File: src/rtl/vpu_wb_buffer.sv
// rtl/vpu_wb_buffer.sv - VRF write-back FIFO between the lane wrapper and the shared VRF write port
// Optional partial-write coalescing into the youngest entry is enabled by VPU_WB_COALESCE_EN.
module vpu_wb_buffer #(
  parameter int VLEN  = 64,
  parameter int DEPTH = 4
) (
  input  logic                       clk_i,
  input  logic                       rst_ni,
  input  logic                       result_valid_i,
  input  logic [4:0]                 result_addr_i,
  input  logic [VLEN/8-1:0]          result_bweb_i,
  input  logic [VLEN-1:0]            result_data_i,
  output logic                       ready_o,
  output logic                       vrf_we_o,
  output logic [4:0]                 vrf_addr_o,
  output logic [VLEN/8-1:0]          vrf_bweb_o,
  output logic [VLEN-1:0]            vrf_data_o,
  input  logic                       vrf_ready_i,
  input  logic [4:0]                 query_addr_i,
  output logic                       query_hit_o,
  output logic [$clog2(DEPTH+1)-1:0] count_o,
  output logic                       empty_o
);

  localparam int BW = VLEN / 8;
  localparam int PW = $clog2(DEPTH);
  localparam int CW = $clog2(DEPTH + 1);
  localparam logic [CW-1:0] FULL = CW'(DEPTH);

  logic            valid_q [DEPTH];
  logic [4:0]      addr_q  [DEPTH];
  logic [BW-1:0]   bweb_q  [DEPTH];
  logic [VLEN-1:0] data_q  [DEPTH];

  logic [PW-1:0] head_q, tail_q;
  logic [CW-1:0] count_q;

  logic head_valid, pop, nz_bytes, young_match, merge_ok, push_new;

  assign head_valid = valid_q[head_q];
  assign pop        = head_valid && vrf_ready_i;
  assign nz_bytes   = |result_bweb_i;

`ifdef VPU_WB_COALESCE_EN
  logic [PW-1:0] young;
  logic          do_merge;

  assign young       = tail_q - PW'(1);
  assign young_match = (count_q != '0) && (addr_q[young] == result_addr_i);
  // A lone entry that is leaving this cycle cannot absorb the write; it gets a fresh slot.
  assign merge_ok    = young_match && !((count_q == CW'(1)) && pop);
  assign do_merge    = result_valid_i && nz_bytes && merge_ok;
`else
  assign young_match = 1'b0;
  assign merge_ok    = 1'b0;
`endif

  // The pop term of merge_ok only matters at count==1, where space exists anyway,
  // so ready_o stays independent of vrf_ready_i.
  assign ready_o  = (count_q < FULL) || young_match;
  assign push_new = result_valid_i && ready_o && nz_bytes && !merge_ok;

  assign vrf_we_o   = head_valid;
  assign vrf_addr_o = head_valid ? addr_q[head_q] : '0;
  assign vrf_bweb_o = head_valid ? bweb_q[head_q] : '0;
  assign vrf_data_o = head_valid ? data_q[head_q] : '0;

  assign count_o = count_q;
  assign empty_o = (count_q == '0);

  always_comb begin
    query_hit_o = 1'b0;
    for (int i = 0; i < DEPTH; i++) begin
      if (valid_q[i] && (addr_q[i] == query_addr_i)) query_hit_o = 1'b1;
    end
  end

  always_ff @(posedge clk_i or negedge rst_ni) begin
    if (!rst_ni) begin
      for (int i = 0; i < DEPTH; i++) begin
        valid_q[i] <= 1'b0;
        addr_q[i]  <= '0;
        bweb_q[i]  <= '0;
        data_q[i]  <= '0;
      end
      head_q  <= '0;
      tail_q  <= '0;
      count_q <= '0;
    end else begin
      if (pop) begin
        valid_q[head_q] <= 1'b0;
        head_q          <= head_q + PW'(1);
      end
      if (push_new) begin
        valid_q[tail_q] <= 1'b1;
        addr_q[tail_q]  <= result_addr_i;
        bweb_q[tail_q]  <= result_bweb_i;
        data_q[tail_q]  <= result_data_i;
        tail_q          <= tail_q + PW'(1);
      end
`ifdef VPU_WB_COALESCE_EN
      if (do_merge) begin
        for (int b = 0; b < BW; b++) begin
          if (result_bweb_i[b]) data_q[young][8*b +: 8] <= result_data_i[8*b +: 8];
        end
        bweb_q[young] <= bweb_q[young] | result_bweb_i;
      end
`endif
      count_q <= count_q + CW'(push_new) - CW'(pop);
    end
  end

endmodule

File: config.mk
export PLATFORM = sky130hd
export DESIGN_NAME = vpu_wb_buffer
export DESIGN_NICKNAME = d
export VERILOG_FILES = /design/src/rtl/vpu_wb_buffer.sv
export SDC_FILE = /design/constraint.sdc
export NUM_CORES = 1
export LEC_CHECK = 0
export CAP_MARGIN = 10
export CORE_MARGIN = 8
export CORE_UTILIZATION = 40
export DETAILED_ROUTE_END_ITERATION = 10
export SLEW_MARGIN = 20
export SYNTH_ARGS = -nofsm -noshare
export SYNTH_HDL_FRONTEND = slang
export SYNTH_SLANG_ARGS = --single-unit
File: constraint.sdc
create_clock -name clk_i -period 3.35 [get_ports clk_i]
set_input_delay 0.67 -clock clk_i [delete_from_list [all_inputs] [get_ports clk_i]]
set_output_delay 0.67 -clock clk_i [all_outputs]
set_load 0.02 [all_outputs]
==> impl_metrics.xml <==
<?xml version="1.0" encoding="UTF-8"?>
<metrics>
  <group name="critical_path">
    <metric name="setup.worst_path.start_class" unit="">flip-flop</metric>
    <metric name="worst_ep_arrival_time" unit="ns">2.61</metric>
    <metric name="crit_type" unit="">flip-flop to output port</metric>
    <metric name="critical_path_required" unit="ns">2.68</metric>
    <metric name="critical_path_end_type" unit="">output port</metric>
    <metric name="worst_r2r_path_depth" unit="">11</metric>
    <metric name="timing.critical_path.fanout_max" unit="">12</metric>
  </group>
  <group name="floorplanning">
    <metric name="core.rowCount" unit="">71</metric>
    <metric name="die_width" unit="um">210.5</metric>
    <metric name="io_pins" unit="">170</metric>
    <metric name="core_region_area" unit="sq um">37490</metric>
    <metric name="design.die.area" unit="sq um">44330</metric>
    <metric name="die_y" unit="um">210.5</metric>
    <metric name="initial_standard_cell_utilization_of_the_core" unit="">0.4038</metric>
  </group>
  <group name="finish">
    <metric name="area_growth_syn_to_layout" unit="%">25.13</metric>
    <metric name="drive_above_1_share" unit="">0.4352</metric>
    <metric name="mostFrequentLayoutCell" unit="">sky130_fd_sc_hd__dfrtp_1</metric>
    <metric name="fin_nets" unit="">1218</metric>
    <metric name="fillerInstances" unit="">3186</metric>
    <metric name="n_diodes" unit="">0</metric>
    <metric name="layout_common_cells" unit="">317 x sky130_fd_sc_hd__dfrtp_1, 232 x sky130_fd_sc_hd__mux2_2, 127 x sky130_fd_sc_hd__clkdlybuf4s50_1, 78 x sky130_fd_sc_hd__and2_1, 77 x sky130_fd_sc_hd__mux4_2</metric>
  </group>
  <group name="global_routing">
    <metric name="grt_pass1_vias" unit="">9411</metric>
    <metric name="grt_antenna_before_repair" unit="">1</metric>
    <metric name="grt_first_pass_wirelength" unit="mm">56.06</metric>
    <metric name="grt_util_all_layers" unit="">0.1595</metric>
    <metric name="overflow" unit="">0</metric>
    <metric name="grt_max_degree" unit="">96</metric>
  </group>
  <group name="power_and_ir_drop">
    <metric name="peakVddDrop" unit="mV">0.6477</metric>
    <metric name="power" unit="mW">21.13</metric>
    <metric name="p_per_area" unit="nW/um^2">1116</metric>
    <metric name="power.static_leakage" unit="nW">8.762</metric>
  </group>
  <group name="logic_synthesis">
    <metric name="syn_inst" unit="">924</metric>
    <metric name="yosys_register_bits" unit="">319</metric>
    <metric name="yosys_warnings" unit="">0</metric>
    <metric name="post_synth.cell_area_avg" unit="sq um">16.38</metric>
    <metric name="synthesis.nets" unit="">1021</metric>
    <metric name="seq_area_frac_synth" unit="">0.5273</metric>
    <metric name="number_of_distinct_library_cells_after_synthesis" unit="">29</metric>
    <metric name="synthesis.area" unit="sq um">15140</metric>
  </group>
  <group name="timing">
    <metric name="setup_total_negative_slack" unit="ns">0</metric>
    <metric name="max_slew.worst_pin.slew" unit="ns">0.7677</metric>
    <metric name="final_min_period_over_clock_period" unit="">0.9783</metric>
    <metric name="slew_headroom" unit="">0.4882</metric>
    <metric name="grt_setup_unrepaired" unit="">yes</metric>
    <metric name="fmax" unit="MHz">305.1</metric>
    <metric name="final-setup-viol-count" unit="">0</metric>
    <metric name="pins_over_their_slew_limit" unit="">0</metric>
    <metric name="worst_clock_skew" unit="ns">0.01254</metric>
    <metric name="fin_crit" unit="ns">3.277</metric>
    <metric name="hold_viol_final" unit="">0</metric>
  </group>
  <group name="cts">
    <metric name="cts_buffers" unit="">38</metric>
    <metric name="tritoncts" unit="">done</metric>
    <metric name="clock_tree.htree_level_count" unit="">2</metric>
    <metric name="clock_tree.root_cell" unit="">sky130_fd_sc_hd__clkbuf_16</metric>
    <metric name="cts.sinks" unit="">319</metric>
    <metric name="clk_path_buf_depth" unit="">3</metric>
    <metric name="clk_transition_reported_paths" unit="ns">0.05</metric>
    <metric name="clock_latency" unit="ns">0.53</metric>
  </group>
  <group name="placement">
    <metric name="detail_placement_hpwl" unit="mm">22.68</metric>
    <metric name="gpl_congestion" unit="">0.7245</metric>
    <metric name="port_buffers" unit="">169</metric>
  </group>
  <group name="routing">
    <metric name="first_pass_iters" unit="">4</metric>
    <metric name="postRouteWirelength" unit="mm">34.66</metric>
    <metric name="drcViolationCount" unit="">0</metric>
    <metric name="vias_post_dr" unit="">8412</metric>
    <metric name="vias_per_cell" unit="">5.067</metric>
    <metric name="routed_wire_length_per_instance" unit="um">20.88</metric>
    <metric name="detail-route-antenna-nets" unit="">0</metric>
    <metric name="drt-initial-drc-count" unit="">287</metric>
  </group>
  <group name="outcome">
    <metric name="outcome" unit="">completed</metric>
  </group>
  <group name="job">
    <metric name="cap_viol_max_count" unit="">0</metric>
  </group>
  <group name="min_path">
    <metric name="hold_path.class" unit="">input port to async pin</metric>
  </group>
</metrics>
-- synthesized netlist by cell type, drive strengths merged --
library cell | instances | area [sq um]
nand3 | 4 | 20.02
and2 | 78 | 488.0
xor2 | 16 | 140.1
inv | 10 | 37.53
ha | 10 | 125.1
o21ai | 7 | 38.79
clkbuf | 14 | 52.55
buf | 45 | 466.7
nor3 | 1 | 5.000
dfrtp | 319 | 7983
nor4 | 6 | 37.54
fa | 1 | 20.02
a31oi | 1 | 6.260
mux4 | 77 | 1734
mux2i | 1 | 10.01
xnor2 | 8 | 70.07
mux2 | 309 | 3765
nand2 | 15 | 121.4
and3 | 2 | 17.52
-- registers in the layout, indices dropped and copies added (netlist names) --
signal   count
data_q     256
bweb_q      32
addr_q      20
valid_q      4
count_o      3
head_q       2
tail_q       2
-- what timing repair did --
| item | in CTS | in global routing |
|---|---|---|
| gates cloned | 0 | 0 |
| resized for setup | 5 | 39 |
| setup endpoints to repair | 73 | 70 |
| buffers inserted | 1 | 2 |
| hold buffers | 0 | 0 |
-- critical path: stages, from the launching register on --
cell and delay, ns:
sky130_fd_sc_hd__dfrtp_4 0.56, sky130_fd_sc_hd__buf_4 0.27, sky130_fd_sc_hd__mux4_2 0.53, sky130_fd_sc_hd__and2_1 0.19
sky130_fd_sc_hd__clkdlybuf4s50_1 0.54
-- worst paths after layout --
check                           slack (ns)                  start                      end
worst min register to register        0.50  data_q[0]$_DFFE_PN0P_    data_q[0]$_DFFE_PN0P_
min in group clk_i                    0.50  data_q[0]$_DFFE_PN0P_    data_q[0]$_DFFE_PN0P_
worst min-delay path                  0.17                 rst_ni  data_q[247]$_DFFE_PN0P_
worst max register to register        0.51  head_q[1]$_DFFE_PN0N_     count_o[2]$_DFF_PN0_
max in group asynchronous             2.28                 rst_ni  data_q[204]$_DFFE_PN0P_
worst max-delay path                  0.07  head_q[0]$_DFFE_PN0N_           vrf_data_o[47]
-- cells by family (layout without fill, tap and decap cells) --
kind of cell             Yosys count  after routing  share of synthesized area
AO/OA/AOI/OAI                      8              8                   0.002976
XOR/XNOR                          24             24                    0.01389
adder cells (fa/ha/maj)           11             11                   0.009588
buffers and inverters             69            294                    0.03678
flip-flops                       319            319                     0.5273
multiplexers                     387            387                     0.3639
AND/OR/NAND/NOR                  106            106                    0.04554
-- metal layers --
layer  part of all wire  global-route usage  vias up
li1                   -                   -     3744
met1               0.47              0.2172     4477
met2               0.47              0.2530      150
met3              0.052             0.04233       39
met4              0.015             0.03716        2
met5            0.00032                   0        -
-- per-stage QoR --
stage | setup slack [ns] | std cells | area (sq um) | utilization | hold WS [ns]
floorplan | 0.7850 | 924 | 15140 | - | 0.3744
global placement | 0.05295 | 1589 | 17490 | 0.4666 | 0.4818
detailed placement | -0.02181 | 1589 | 17490 | 0.4666 | 0.4884
CTS | -0.004126 | 1658 | 18820 | 0.5021 | 0.2045
global route | -0.01828 | 1660 | 18940 | 0.5053 | 0.2221
finish | 0.07265 | 1660 | 18940 | 0.5053 | 0.1696
-- area by class of cell --
class                   count  area, sq um  share of cell area
well taps                 511        639.4             0.03375
flip-flops and latches    319         7990              0.4218
clock buffers              62         1215             0.06414
inverters                  10        37.54            0.001982
clock inverters             6        105.1            0.005549
multi-input cells         536         6606              0.3488
repair buffers            216         2349              0.1240
-- power by group --
group          switching, mW  internal (mW)
Sequential              1.07           5.83
Clock                   1.56           2.70
Combinational           4.21           5.77
Total                   6.84           14.3
No activity file was read; power rests on OpenSTA's default activity.
